--- src/rtl/z80_bus_responder.sv ---
`default_nettype none
// ============================================================================
// Module   : z80_bus_responder
// Purpose  : Z80 bus slave. Decodes CPU memory read/write cycles (and I/O
//            cycles when Z80_BUS_RESPONDER_IO_EN is defined), holds nWAIT low
//            while the access is serviced, bridges each cycle onto a simple
//            req/ack memory port and returns read data toward the CPU.
// Ports    : clk, reset            - clock, synchronous active-high reset
//            address, nMREQ, nIORQ, nRD, nWR, nRFSH, db_in - CPU side inputs
//            db_out, db_oe, nWAIT  - CPU side outputs (registered)
//            mem_req, mem_we, mem_io, mem_addr, mem_wdata  - memory request
//            mem_rdata, mem_ack    - memory response
//            busy                  - high whenever a cycle is in progress
// Options  : Z80_BUS_RESPONDER_IO_EN - also service I/O (nIORQ) cycles.
// Revision : 1.0 - initial release
// ============================================================================
module z80_bus_responder #(
  parameter int WAIT_STATES = 1,
  parameter int ADDR_W      = 16
) (
  input  logic              clk,
  input  logic              reset,
  input  logic [ADDR_W-1:0] address,
  input  logic              nMREQ,
  input  logic              nIORQ,
  input  logic              nRD,
  input  logic              nWR,
  input  logic              nRFSH,
  input  logic [7:0]        db_in,
  output logic [7:0]        db_out,
  output logic              db_oe,
  output logic              nWAIT,
  output logic              mem_req,
  output logic              mem_we,
  output logic              mem_io,
  output logic [ADDR_W-1:0] mem_addr,
  output logic [7:0]        mem_wdata,
  input  logic [7:0]        mem_rdata,
  input  logic              mem_ack,
  output logic              busy
);

  localparam logic [3:0] WAIT_INIT = 4'(WAIT_STATES);

  typedef enum logic [1:0] {
    IDLE    = 2'd0,
    ACCESS  = 2'd1,
    HOLD    = 2'd2,
    RELEASE = 2'd3
  } state_t;

  state_t            state_q, state_d;
  logic [3:0]        cnt_q, cnt_d;
  logic              abort_q, abort_d;
  logic [7:0]        db_out_q, db_out_d;
  logic              db_oe_q, db_oe_d;
  logic              nwait_q, nwait_d;
  logic              mem_req_q, mem_req_d;
  logic              mem_we_q, mem_we_d;
  logic              mem_io_q, mem_io_d;
  logic [ADDR_W-1:0] mem_addr_q, mem_addr_d;
  logic [7:0]        mem_wdata_q, mem_wdata_d;
  logic              busy_q, busy_d;

  logic       strobe;
  logic       strobes_idle;
  logic       mem_start;
  logic       io_start;
  logic [3:0] cnt_dec;
  logic       ack_now;
  logic       acked;

  assign strobe       = ~nRD | ~nWR;
  assign strobes_idle = nRD & nWR;
  // Refresh cycles carry nMREQ low with nRFSH low; they must never start.
  assign mem_start    = ~nMREQ & nRFSH & strobe;

`ifdef Z80_BUS_RESPONDER_IO_EN
  // Memory cycle wins when both requests are low; INTA (no strobe) ignored.
  assign io_start = nMREQ & ~nIORQ & strobe;
`else
  logic unused_niorq;
  assign unused_niorq = nIORQ;
  assign io_start     = 1'b0;
`endif

  assign cnt_dec = (cnt_q == 4'd0) ? 4'd0 : cnt_q - 4'd1;
  // Ack is only honoured while a request is outstanding.
  assign ack_now = mem_req_q & mem_ack;
  // The request drops on the ack edge, so a low mem_req in ACCESS means done.
  assign acked   = ack_now | ~mem_req_q;

  always_comb begin
    state_d     = state_q;
    cnt_d       = cnt_q;
    abort_d     = abort_q;
    db_out_d    = db_out_q;
    db_oe_d     = db_oe_q;
    nwait_d     = nwait_q;
    mem_req_d   = mem_req_q;
    mem_we_d    = mem_we_q;
    mem_io_d    = mem_io_q;
    mem_addr_d  = mem_addr_q;
    mem_wdata_d = mem_wdata_q;

    case (state_q)
      IDLE: begin
        if (mem_start || io_start) begin
          state_d     = ACCESS;
          mem_addr_d  = address;
          mem_wdata_d = db_in;
          // Both strobes low resolves to a read.
          mem_we_d    = ~nWR & nRD;
          mem_io_d    = io_start;
          mem_req_d   = 1'b1;
          nwait_d     = 1'b0;
          cnt_d       = WAIT_INIT;
          abort_d     = 1'b0;
        end
      end
      ACCESS: begin
        cnt_d = cnt_dec;
        if (ack_now) begin
          mem_req_d = 1'b0;
          if (!mem_we_q) db_out_d = mem_rdata;
        end
        if (abort_q || strobes_idle) begin
          // CPU walked away: release nWAIT now, but let memory finish.
          nwait_d = 1'b1;
          abort_d = 1'b1;
          if (acked) state_d = RELEASE;
        end else if (acked && cnt_dec == 4'd0) begin
          // Using the decremented count keeps nWAIT low exactly
          // max(WAIT_STATES, ack latency) cycles.
          state_d = HOLD;
          nwait_d = 1'b1;
          db_oe_d = ~mem_we_q;
        end
      end
      HOLD: begin
        if (strobes_idle) begin
          state_d = RELEASE;
          db_oe_d = 1'b0;
        end
      end
      RELEASE: begin
        state_d = IDLE;
      end
      default: begin
        state_d = IDLE;
      end
    endcase

    busy_d = (state_d != IDLE);
  end

  always_ff @(posedge clk) begin
    if (reset) begin
      state_q     <= IDLE;
      cnt_q       <= 4'd0;
      abort_q     <= 1'b0;
      db_out_q    <= 8'h00;
      db_oe_q     <= 1'b0;
      nwait_q     <= 1'b1;
      mem_req_q   <= 1'b0;
      mem_we_q    <= 1'b0;
      mem_io_q    <= 1'b0;
      mem_addr_q  <= '0;
      mem_wdata_q <= 8'h00;
      busy_q      <= 1'b0;
    end else begin
      state_q     <= state_d;
      cnt_q       <= cnt_d;
      abort_q     <= abort_d;
      db_out_q    <= db_out_d;
      db_oe_q     <= db_oe_d;
      nwait_q     <= nwait_d;
      mem_req_q   <= mem_req_d;
      mem_we_q    <= mem_we_d;
      mem_io_q    <= mem_io_d;
      mem_addr_q  <= mem_addr_d;
      mem_wdata_q <= mem_wdata_d;
      busy_q      <= busy_d;
    end
  end

  assign db_out    = db_out_q;
  assign db_oe     = db_oe_q;
  assign nWAIT     = nwait_q;
  assign mem_req   = mem_req_q;
  assign mem_we    = mem_we_q;
  assign mem_io    = mem_io_q;
  assign mem_addr  = mem_addr_q;
  assign mem_wdata = mem_wdata_q;
  assign busy      = busy_q;

endmodule
`default_nettype wire
--- config.mk ---
export PLATFORM = sky130hd
export DESIGN_NAME = z80_bus_responder
export DESIGN_NICKNAME = d
export VERILOG_FILES = /design/src/rtl/z80_bus_responder.sv
export SDC_FILE = /design/constraint.sdc
export NUM_CORES = 1
export LEC_CHECK = 0
export BUFFER_PORTS_ARGS = -buffer_cell sky130_fd_sc_hd__buf_2
export CELL_PAD_IN_SITES_DETAIL_PLACEMENT = 0
export CELL_PAD_IN_SITES_GLOBAL_PLACEMENT = 2
export CORE_ASPECT_RATIO = 0.8
export CORE_MARGIN = 2
export CORE_UTILIZATION = 24
export CTS_BUF_LIST = sky130_fd_sc_hd__clkbuf_16
export DETAILED_ROUTE_END_ITERATION = 6
export GPL_ROUTABILITY_DRIVEN = 0
export PLACE_DENSITY = 0.85
export SYNTH_ARGS = -nofsm -noshare
export SYNTH_HDL_FRONTEND = slang
export SYNTH_SLANG_ARGS = --single-unit
export TNS_END_PERCENT = 20
--- constraint.sdc ---
create_clock -name clk -period 1.4 [get_ports clk]
set_clock_uncertainty 0.1 [all_clocks]
set_input_delay 0.28 -clock clk [delete_from_list [all_inputs] [get_ports clk]]
set_output_delay 0.28 -clock clk [all_outputs]
set_load 0.05 [all_outputs]
After elaboration in Yosys (flattened, before gate mapping)
Index checks and enable logic that the tools add are counted.
{"block": "word_totals", "ff_bits": 44, "output_inout_bits": 38, "elab_cells": 71}
{"block": "classes", "n_addsub": 1, "eq_ne": 10, "mux": 22, "bitwise": 12, "reduce_logical": 15}
{"cell": "!= test 2 bit (second input constant)", "n": 6}
{"cell": "AND reduction 3 bit", "n": 4}
{"cell": "2-to-1 mux 2 bit", "n": 5}
{"cell": "2-to-1 mux 1 bit", "n": 9}
{"cell": "logical NOT 4 bit", "n": 2}
{"cell": "2-to-1 mux 4 bit", "n": 2}
{"cell": "case mux 1 bit (2 select lines)", "n": 4}
{"cell": "case mux 2 bit (4 select lines)", "n": 1}
{"cell": "case mux 4 bit (2 select lines)", "n": 1}
{"cell": "nonzero test 2 bit", "n": 3}
{"cell": "AND 1 bit", "n": 5}
{"cell": "inverter 1 bit", "n": 5}
{"cell": "== test 2 bit (second input constant)", "n": 2}
{"cell": "AND reduction 2 bit", "n": 2}
{"cell": "AND reduction 4 bit", "n": 1}
{"cell": "subtractor 4 x 1 -> 4 bit (second input constant)", "n": 1}
{"cell": "!= test 3 bit (second input constant)", "n": 1}
{"cell": "== test 2 x 1 -> 1 bit (second input constant)", "n": 1}
{"cell": "logical NOT 2 bit", "n": 1}
{"cell": "bitwise OR 1 bit", "n": 2}
{"cell": "logical AND 1 bit", "n": 1}
{"cell": "logical OR 1 bit", "n": 1}

Logic depth before layout (Yosys ltp)
Gate-level depths: netlist of run 1.
{"block": "logic_depth", "word_depth": 8, "mapped_depth": 5, "depth_no_buf": 3}

Least setup slack after synthesis of run 1
No wires, ideal clock.
{"block": "synth_timing", "path_kind": "reg-to-reg", "startpoint": "register state_q[0]", "endpoint": "register mem_addr_q[10], in the netlist mem_addr[10]", "setup_time_ns": 0.132, "arrival_ns": 1.321, "t_required_ns": 1.168, "setup_slack_ns": -0.153, "stages_incl_launch_ff": 6, "n_path_buf": 2, "synth_period_minus_slack_ns": 1.553, "path_cell_list": "dfxtp_1 buf_6 or4b_4 clkbuf_2 o21ai_0 a21oi_1"}
{"block": "synth_via", "elab_chain_cells": 2}
{"element": "start: declaration", "line": "52", "text": "state_t state_q, state_d;"}
{"element": "start signal: assignment", "line": "172", "text": "state_q <= state_d;"}
{"element": "logical NOT 2 bit", "line": "106", "text": "case (state_q)"}
{"element": "AND reduction 2 bit (no source line)"}
{"element": "end signal: assignment", "line": "181", "text": "mem_addr_q <= mem_addr_d;"}
{"element": "end: declaration", "line": "61", "text": "logic [ADDR_W-1:0] mem_addr_q, mem_addr_d;"}
Every way passes these cells.
A chain may end at the register's enable or synchronous reset.

Final worst setup path of run 1
{"block": "layout_timing", "startpoint": "register state_q[1]", "endpoint": "register cnt_q[1]"}
{"block": "layout_via", "elab_chain_cells": 3}
{"element": "== test 2 x 1 -> 1 bit or logical NOT 2 bit (tied branches)", "line": "106"}
{"element": "nonzero test 2 bit (no source line) or != test 2 bit (tied branches)"}
{"element": "AND reduction 2 bit (no source line)"}
{"element": "end signal: assignment", "line": "173", "text": "cnt_q <= cnt_d;"}
{"element": "end: declaration", "line": "53", "text": "logic [3:0] cnt_q, cnt_d;"}
Parallel ways exist; a longest one is shown, timed or not.

==> results of run 1 <==
-- registers in the layout, summed over array words and instances (netlist names) --
name       flops
cnt_q          4
db_out         8
busy           1
mem_addr      16
mem_we         1
db_oe          1
mem_req        1
abort_q        1
mem_wdata      8
nWAIT          1
state_q        2
-- worst paths after layout --
kind	endpoint	slack, ns
worst min register to register	mem_wdata[1]	0.37
worst max register to register	cnt_q[1]	-0.08
worst max-delay path	cnt_q[1]	-0.08
worst min-delay path	db_out[5]	0.15
-- timing repair --
action / CTS / global route
hold buffers: 0 / 0
endpoints found under the setup margin: 34 / 38
buffers inserted: 2 / 0
pin swaps: 3 / 2
hold endpoints to repair: 0 / 0
gates resized for setup: 15 / 13
gates cloned: 3 / 0
-- synth_stat cells --
master / instances
sky130_fd_sc_hd__a21oi_1: 36
sky130_fd_sc_hd__a31oi_1: 4
sky130_fd_sc_hd__a32o_1: 1
sky130_fd_sc_hd__and2_1: 1
sky130_fd_sc_hd__and3b_1: 1
sky130_fd_sc_hd__and4b_1: 1
sky130_fd_sc_hd__buf_1: 1
sky130_fd_sc_hd__buf_2: 3
sky130_fd_sc_hd__buf_4: 1
sky130_fd_sc_hd__buf_6: 2
sky130_fd_sc_hd__clkbuf_1: 11
sky130_fd_sc_hd__clkbuf_2: 2
sky130_fd_sc_hd__conb_1: 1
sky130_fd_sc_hd__dfxtp_1: 44
sky130_fd_sc_hd__inv_1: 1
sky130_fd_sc_hd__mux2_2: 1
sky130_fd_sc_hd__nand2_1: 3
sky130_fd_sc_hd__nand2b_1: 5
sky130_fd_sc_hd__nand3_1: 10
sky130_fd_sc_hd__nand3b_1: 25
sky130_fd_sc_hd__nand4_1: 1
sky130_fd_sc_hd__nor2_1: 1
sky130_fd_sc_hd__nor2_2: 2
sky130_fd_sc_hd__nor2b_1: 3
sky130_fd_sc_hd__nor3_1: 1
sky130_fd_sc_hd__nor3b_1: 2
sky130_fd_sc_hd__nor4b_1: 2
sky130_fd_sc_hd__nor4b_4: 1
sky130_fd_sc_hd__o2111ai_1: 1
sky130_fd_sc_hd__o211ai_1: 1
sky130_fd_sc_hd__o21ai_0: 34
sky130_fd_sc_hd__o21ai_1: 1
sky130_fd_sc_hd__o221a_1: 1
sky130_fd_sc_hd__o311ai_0: 1
sky130_fd_sc_hd__o31a_1: 1
sky130_fd_sc_hd__or3_1: 1
sky130_fd_sc_hd__or4b_4: 1
-- cell families (layout without fill, tap and decap cells) --
| family | count (synthesis) | after routing |
|---|---|---|
| compound gates | 81 | 81 |
| buf+inv | 21 | 106 |
| flops | 44 | 44 |
| mux | 1 | 1 |
| other cells | 1 | 1 |
| simple gates | 61 | 63 |
-- stage by stage --
| step | hold slack, ns | util | setup TNS, ns | setup WS [ns] |
|---|---|---|---|---|
| after global placement | 0.3584 | 0.3234 | -6.192 | -0.2430 |
| after global routing | 0.1496 | 0.3568 | -3.078 | -0.1297 |
| after floorplan | 0.3277 | - | -3.078 | -0.1083 |
| after CTS | 0.1437 | 0.3533 | -1.217 | -0.06821 |
| after detailed placement | 0.3643 | 0.3234 | -6.528 | -0.2661 |
| final | 0.1485 | 0.3568 | -1.030 | -0.07770 |
-- tightest hold or removal path, stage by stage --
cell	delay [ns]
sky130_fd_sc_hd__buf_2	0.10
sky130_fd_sc_hd__nand3_1	0.05
sky130_fd_sc_hd__a21oi_1	0.05
-- cell type report --
type	instances	area (um2)
Clock buffer	5	125.1
Clock inverter	3	18.77
Fill cell	794	4800
Inverter	1	3.754
Multi-Input combinational cell	146	940.9
Sequential cell	44	883.3
Tap cell	105	131.4
Timing Repair Buffer	97	559.3
-- power breakdown --
group / leakage, uW / switching (uW) / internal, uW / total [uW]
clock network: 0.0000736 / 472 / 657 / 1130
registers: 0.000358 / 29.5 / 1300 / 1330
logic: 0.000665 / 357 / 197 / 554
total: 0.00110 / 859 / 2160 / 3020
-- routing by layer --
layer / global-route usage / vias to the layer above
met4: 0.02909 / 0
met1: 0.1643 / 897
met2: 0.1961 / 45
li1: - / 944
met3: 0.02862 / 5
met5: 0 / -
==> impl_summary.txt, run 1 <==
----------------------------------------------------
[Final layout]
  Final cell area excluding filler cells ... 2663 um2
  Layout overhead on the synthesized area ... 42.91%
  Leading cell types in the layout, fill and taps excluded ... 75 x sky130_fd_sc_hd__buf_2, 42 x sky130_fd_sc_hd__dfxtp_1, 35 x sky130_fd_sc_hd__a21oi_1
  Fraction of layout cells with a size suffix above 1 ... 0.4122
  Net count, final ... 335
  Most common cell after layout, fill and taps aside ... sky130_fd_sc_hd__buf_2
  Cell Count, Final, Fillers Out ... 401
  ANT cells ... 0

[Clock tree]
  Root Buffer Master ... sky130_fd_sc_hd__clkbuf_16
  Clock tree from TritonCTS ... done
  H-tree depth ... 2
  Number of clock buffers inserted by TritonCTS ... 5
  Insertion delay to the later sink of the worst-skew pair ... 0.28 ns
  Sink count of the clock tree ... 44
  Clock transition at path regs ... 0.06 ns
  Number of buffers between clock root and the deepest sink ... 2

[Min path]
  Startpoint of the tightest hold check path ... mem_rdata[5]
  Worst hold path stage count ... 3
  Min-delay worst type ... input pin to flip-flop

[Detailed routing]
  Overall via count from detail_route ... 1891
  First-pass iteration count of the detailed router ... 4
  Routed wire length per instance ... 13.08 um
  Wl on met1 ... 2512 um
  Number of design-rule violations left by the first detailed-router iteration ... 70
  Uppermost layer routed ... met4
  Detail Route met2 WL ... 2410 um
  Met3 wire len ... 291 um
  Detail-routed via count per cell ... 4.716
  Antenna violation net count after detailed routing ... 0
  Post-detailed-route DRC marker count ... 0
  Final WL ... 5247 um

[Worst setup path]
  Critical-path cell list ... or4b_4 > o211ai_1 > a31oi_1
  Highest net fanout along the worst path ... 8
  Crit Path Category ... flip-flop to flip-flop
  Kind of start point of the critical path ... flip-flop
  Family with the most delay on the worst path ... simple AND/OR/NAND/NOR gates
  Critical Path Slowest Stage Cell ... sky130_fd_sc_hd__or4b_4
  CP Data Arrival Time ... 1.54 ns
  Delay of the slowest critical-path stage ... 0.62 ns
  Instance count on the critical path ... 3
  Number of buffers and inverters on the critical path ... 0
  Required time of the critical path ... 1.46 ns
  R2R depth ... 3
  Launch point of the critical path ... state_q[1]
  Crit. End Element ... flip-flop
  Worst reg2reg startpoint ... state_q[1]

[Timing]
  Post-route clock period utilization ... 1.055
  Slew Viols, Final ... 0
  Final setup margin ... -0.07770 ns
  Shortest period the worst path allows ... 1.478 ns
  Final Hold Violating Endpoints ... 0
  Final setup viols ... 29
  Fmax ... 0.6767 GHz
  Unrepaired setup endpoints after global routing ... true

[Logic synthesis]
  Leading post-synthesis cells by cell area ... sky130_fd_sc_hd__dfxtp_1 47%, sky130_fd_sc_hd__nand3b_1 10%, sky130_fd_sc_hd__a21oi_1 9.7%, sky130_fd_sc_hd__o21ai_0 9.1%, sky130_fd_sc_hd__nand3_1 2.7%
  Fraction of synthesized area in multiplexers ... 0.006044
  Adder-cell share of the synthesized area ... 0
  Post-synthesis instance area ... 1863 um2
  Sequential share of the synthesized area ... 0.4728
  Synthesis Warnings ... 0
  Post-Synth Simple-Gate Area ... 0.2297
  Gate count of the mapped netlist ... 209
  Post-synthesis xor/xnor area fraction ... 0
  Combinational family with the most area after synthesis ... compound AO/OA/AOI/OAI gates
  Library cell occupying the most area in the post-synthesis netlist ... sky130_fd_sc_hd__dfxtp_1
  Proportion of netlist area held by the largest area contributor ... 0.4728
  Mean post-synth cell area ... 8.914 um2
  Number of storage elements in the synthesis netlist ... 44
  Netlist cell types ... 37
  Fraction of the mapped netlist area in compound gates ... 0.2337
  Number of nets produced by synthesis ... 249

[Placed design]
  Count of buffers from port buffering ... 75
  Total instance count after detailed placement ... 388
  Total half-perimeter wirelength after legalization and detailed placement ... 3515 um
  Area after DPL ... 2414 um2

[Flow run]
  Max-cap check violation count ... 0

[Die]
  Floorplan die width ... 102.5 um
  Starting utilization of the core area ... 0.2497
  Vertical die dimension ... 82.81 um
  Number of primary I/O pins ... 78
  Total die area ... 8488 um2
  Std-Cell Core Area ... 7462 um2
  Site Rows ... 28

[Global routing]
  Global route overflow ... 0
  Number of antenna violations at the first check in global routing ... 0
  Pin count of the biggest net entering global routing ... 28
  GRT Overall Usage ... 0.1219
  Via count of the first global-routing pass ... 1724
  Global-route wire length before repair ... 8362 um

[Pwr]
  Static Leak ... 0.001097 uW
  Power after layout ... 3017 uW
  Worst supply voltage drop on vdd ... 0.0004597 V
  Areal power density over the cells ... 1133 nW/um2

[Status]
  Result of the run ... finished with violations
  Failing checks ... negative setup slack

----------------------------------------------------
Note: power is estimated with default switching activity, not from simulation.
==> run 2: changes to the inputs <==
--- a/config.mk
+++ b/config.mk
@@ -5,12 +5,12 @@
 export SDC_FILE = /design/constraint.sdc
 export NUM_CORES = 1
 export LEC_CHECK = 0
+export ABC_AREA = 1
 export BUFFER_PORTS_ARGS = -buffer_cell sky130_fd_sc_hd__buf_2
 export CELL_PAD_IN_SITES_DETAIL_PLACEMENT = 0
 export CELL_PAD_IN_SITES_GLOBAL_PLACEMENT = 2
-export CORE_ASPECT_RATIO = 0.8
 export CORE_MARGIN = 2
-export CORE_UTILIZATION = 24
+export CORE_UTILIZATION = 22
 export CTS_BUF_LIST = sky130_fd_sc_hd__clkbuf_16
 export DETAILED_ROUTE_END_ITERATION = 6
 export GPL_ROUTABILITY_DRIVEN = 0
==> impl_summary.txt, run 2 <==
----------------------------------------------------
[Clock tree]
  Number of clock buffers inserted by TritonCTS ... 5 (unchanged)
  Hold buffers post-CTS ... 0 (unchanged)
  Root Buffer Master ... sky130_fd_sc_hd__clkbuf_16 (unchanged)
  Number of buffers between clock root and the deepest sink ... 2 (unchanged)
  Insertion delay to the later sink of the worst-skew pair ... 0.28 ns (about the same)
  Clock tree from TritonCTS ... done (unchanged)
  Clock transition at path regs ... 0.06 ns (about the same)
  Sink count of the clock tree ... 44 (unchanged)
  H-tree depth ... 2 (unchanged)

[Pwr]
  Worst supply voltage drop on vdd ... 0.0004704 V (was 0.0004597 V)
  Fraction of power spent switching nets ... 0.2914 (was 0.2848)
  Areal power density over the cells ... 1362 nW/um2 (was 1133 nW/um2)
  Part of the total power dissipated in sequential elements ... 0.414 (was 0.442)
  Clock group share of total power ... 0.389 (was 0.374)
  Internal portion of total power ... 2359 uW (was 2157 uW)
  Net Switching ... 969.9 uW (was 859.2 uW)
  Static Leak ... 0.001181 uW (was 0.001097 uW)
  Logic gate share of total power ... 0.197 (was 0.184)

[Detailed routing]
  Number of design-rule violations left by the first detailed-router iteration ... 45 (was 70)
  Antenna violation net count after detailed routing ... 0 (unchanged)
  Post-detailed-route DRC marker count ... 0 (unchanged)
  Final WL ... 4550 um (was 5247 um)
  Overall via count from detail_route ... 1652 (was 1891)
  First-pass iteration count of the detailed router ... 4 (unchanged)
  Detail-routed via count per cell ... 3.990 (was 4.716)
  Routed wire length per instance ... 10.99 um (was 13.08 um)

[Final layout]
  Share of the core filled with cells ... 0.3179 (was 0.3568)
  Cell Count, Final, Fillers Out ... 414 (was 401)
  Final-layout fill cell count ... 877 (was 794)
  Net count, final ... 351 (was 335)
  Most common cell after layout, fill and taps aside ... sky130_fd_sc_hd__buf_2 (unchanged)
  ANT cells ... 0 (unchanged)
  Leading cell types in the layout, fill and taps excluded ... 75 x sky130_fd_sc_hd__buf_2, 54 x sky130_fd_sc_hd__nor2_1, 42 x sky130_fd_sc_hd__dfxtp_1 (was 75 x sky130_fd_sc_hd__buf_2, 42 x sky130_fd_sc_hd__dfxtp_1, 35 x sky130_fd_sc_hd__a21oi_1)
  Layout overhead on the synthesized area ... 41.42% (was 42.91%)
  Fraction of layout cells with a size suffix above 1 ... 0.3365 (was 0.4122)
  Flip-flop count of the largest register, all copies and words added ... 16 (unchanged)
  Final cell area excluding filler cells ... 2444 um2 (was 2663 um2)

[Logic synthesis]
  Most frequently used cell type in the post-synthesis netlist ... sky130_fd_sc_hd__nor2_1 (was sky130_fd_sc_hd__dfxtp_1)
  Gate count of the mapped netlist ... 226 (was 209)
  Sequential share of the synthesized area ... 0.5098 (was 0.4728)
  Number of nets produced by synthesis ... 266 (was 249)
  Top cell types by occurrence after synthesis ... 54 x sky130_fd_sc_hd__nor2_1, 44 x sky130_fd_sc_hd__dfxtp_1, 32 x sky130_fd_sc_hd__o21ai_0 (was 44 x sky130_fd_sc_hd__dfxtp_1, 36 x sky130_fd_sc_hd__a21oi_1, 34 x sky130_fd_sc_hd__o21ai_0)
  Primary FF master, synth ... sky130_fd_sc_hd__dfxtp_1 (unchanged)
  Number of storage elements in the synthesis netlist ... 44 (unchanged)
  Post-synthesis instance area ... 1728 um2 (was 1863 um2)
  Leading post-synthesis cells by cell area ... sky130_fd_sc_hd__dfxtp_1 51%, sky130_fd_sc_hd__nor2_1 12%, sky130_fd_sc_hd__o21ai_0 9.3%, sky130_fd_sc_hd__nand2_1 5.6%, sky130_fd_sc_hd__inv_1 4.8% (was sky130_fd_sc_hd__dfxtp_1 47%, sky130_fd_sc_hd__nand3b_1 10%, sky130_fd_sc_hd__a21oi_1 9.7%, sky130_fd_sc_hd__o21ai_0 9.1%, sky130_fd_sc_hd__nand3_1 2.7%)
  Netlist cell types ... 22 (was 37)
  Mean post-synth cell area ... 7.646 um2 (was 8.914 um2)
  FFs w/ async S/R, synth ... 0 (unchanged)
  Proportion of netlist area held by the largest area contributor ... 0.5098 (was 0.4728)
  Synthesis Warnings ... 0 (unchanged)
  Library cell occupying the most area in the post-synthesis netlist ... sky130_fd_sc_hd__dfxtp_1 (unchanged)
  EDFF count, synth ... 0 (unchanged)

[Min path]
  Min-delay worst type ... input pin to flip-flop (unchanged)
  Worst hold path stage count ... 3 (unchanged)

[Placed design]
  Count of buffers from port buffering ... 75 (unchanged)
  Total half-perimeter wirelength after legalization and detailed placement ... 3198 um (was 3515 um)
  Total instance count after detailed placement ... 402 (was 388)
  Area after DPL ... 2235 um2 (was 2414 um2)

[Worst setup path]
  Critical Path Slowest Stage Cell ... sky130_fd_sc_hd__dfxtp_2 (was sky130_fd_sc_hd__or4b_4)
  Crit Path Category ... flip-flop to primary output (was flip-flop to flip-flop)
  R2R depth ... 6 (was 3)
  Required time of the critical path ... 1.02 ns (was 1.46 ns)
  Instance count on the critical path ... 1 (was 3)
  Delay of the slowest critical-path stage ... 0.41 ns (was 0.62 ns)
  CP Data Arrival Time ... 0.98 ns (was 1.54 ns)
  Kind of start point of the critical path ... flip-flop (unchanged)
  Critical-path cell list ... buf_2 (was or4b_4 > o211ai_1 > a31oi_1)
  Number of buffers and inverters on the critical path ... 1 (was 0)
  Family with the most delay on the worst path ... flip-flops (was simple AND/OR/NAND/NOR gates)
  Crit. End Element ... primary output (was flip-flop)
  Highest net fanout along the worst path ... 5 (was 8)

[Die]
  Vertical die dimension ... 92.63 um (was 82.81 um)
  Std-Cell Core Area ... 7687 um2 (was 7462 um2)
  Total die area ... 8579 um2 (was 8488 um2)
  Site Rows ... 32 (was 28)
  Starting utilization of the core area ... 0.2248 (was 0.2497)
  Floorplan die width ... 92.63 um (was 102.5 um)
  Number of primary I/O pins ... 78 (unchanged)

[Global routing]
  Pin count of the biggest net entering global routing ... 24 (was 28)
  Via count of the first global-routing pass ... 1607 (was 1724)
  Number of antenna violations at the first check in global routing ... 0 (unchanged)
  Global route overflow ... 0 (unchanged)
  GRT Overall Usage ... 0.1049 (was 0.1219)
  Global-route wire length before repair ... 7245 um (was 8362 um)

[Timing]
  Final setup viols ... 0 (was 29)
  Shortest period the worst path allows ... 1.359 ns (was 1.478 ns)
  Final Hold Violating Endpoints ... 0 (unchanged)
  Hold slack final ... 0.1361 ns (was 0.1485 ns)
  Post-route clock period utilization ... 0.9705 (was 1.055)
  Slew Viols, Final ... 0 (unchanged)
  Unrepaired setup endpoints after global routing ... true (unchanged)
  Fmax ... 0.7360 GHz (was 0.6767 GHz)

[Flow run]
  Max-cap check violation count ... 0 (unchanged)

[Status]
  Result of the run ... finished clean (was finished with violations)

----------------------------------------------------
==> run 2: cell count changes in the layout (fill, tap and decap cells not counted), sizes merged, moves of 3 or more <==
cell,change
nor2b,-3
nand2,+23
nand2b,-5
or4b,-3
nand3b,-25
inv,+24
a21oi,-21
buf,-9
nor2,+53
nor4b,-3
a31oi,-4
==> run 2: power by group through the flow <==
stage / combinational [uW] / clock, uW / sequential [uW]
5_1_grt: 715 / 1390 / 1390
6_report: 657 / 1290 / 1380
3_5_place_dp: 649 / 0 / 1400
3_3_place_gp: 647 / 0 / 1400
4_1_cts: 651 / 1340 / 1380
2_1_floorplan: 223 / 0 / 1650
==> run 2: per-stage QoR <==
stage / power [uW] / worst slack [ns] / TNS [ns]
2_1_floorplan: 1870 / 0.01958 / 0
3_3_place_gp: 2049 / 0.01401 / 0
3_5_place_dp: 2053 / -0.04179 / -0.3268
4_1_cts: 3371 / 0.04036 / 0
5_1_grt: 3497 / -0.03446 / -0.07386
6_report: 3328 / 0.04123 / 0
==> run 2: cell type report <==
type	count	area [um2]	share of cell area
inverter	24	90.09	0.03687
sequential	44	883.3	0.3615
clock inverter	3	38.79	0.01587
multi-input combinational	148	693.2	0.2837
clock buffer	5	125.1	0.05120
tap	102	127.6	0.05223
timing repair buffer	88	485.5	0.1987
==> run 2: timing repair <==
action,CTS,global route
gates resized for setup,0,5
hold endpoints to repair,0,0
endpoints found under the setup margin,0,13
setup buffers,0,3
==> run 2: kinds of logic after synthesis <==
| group | after synthesis | synth area share |
|---|---|---|
| xor+xnor | 1 | 0.005070 |
| simple gates | 94 | 0.2317 |
| compound gates | 51 | 0.1499 |
| flops | 44 | 0.5098 |
| buf+inv | 35 | 0.1014 |
| other cells | 1 | 0.002170 |
==> run 2: worst paths after layout <==
kind	endpoint	start	slack, ns
worst max-delay path	mem_req	mem_req	0.04
worst min-delay path	mem_addr[13]	address[13]	0.14
worst max register to register	db_out[3]	state_q[0]	0.06
worst min register to register	db_out[7]	db_out[7]	0.34
==> run 2: layer usage <==
metal / vias up / track usage / part of all wire
met5: - / 0 / 0
met4: 0 / 0.03309 / 0.0092
met3: 4 / 0.02766 / 0.054
met2: 37 / 0.1861 / 0.48
met1: 726 / 0.1231 / 0.45
li1: 885 / - / -
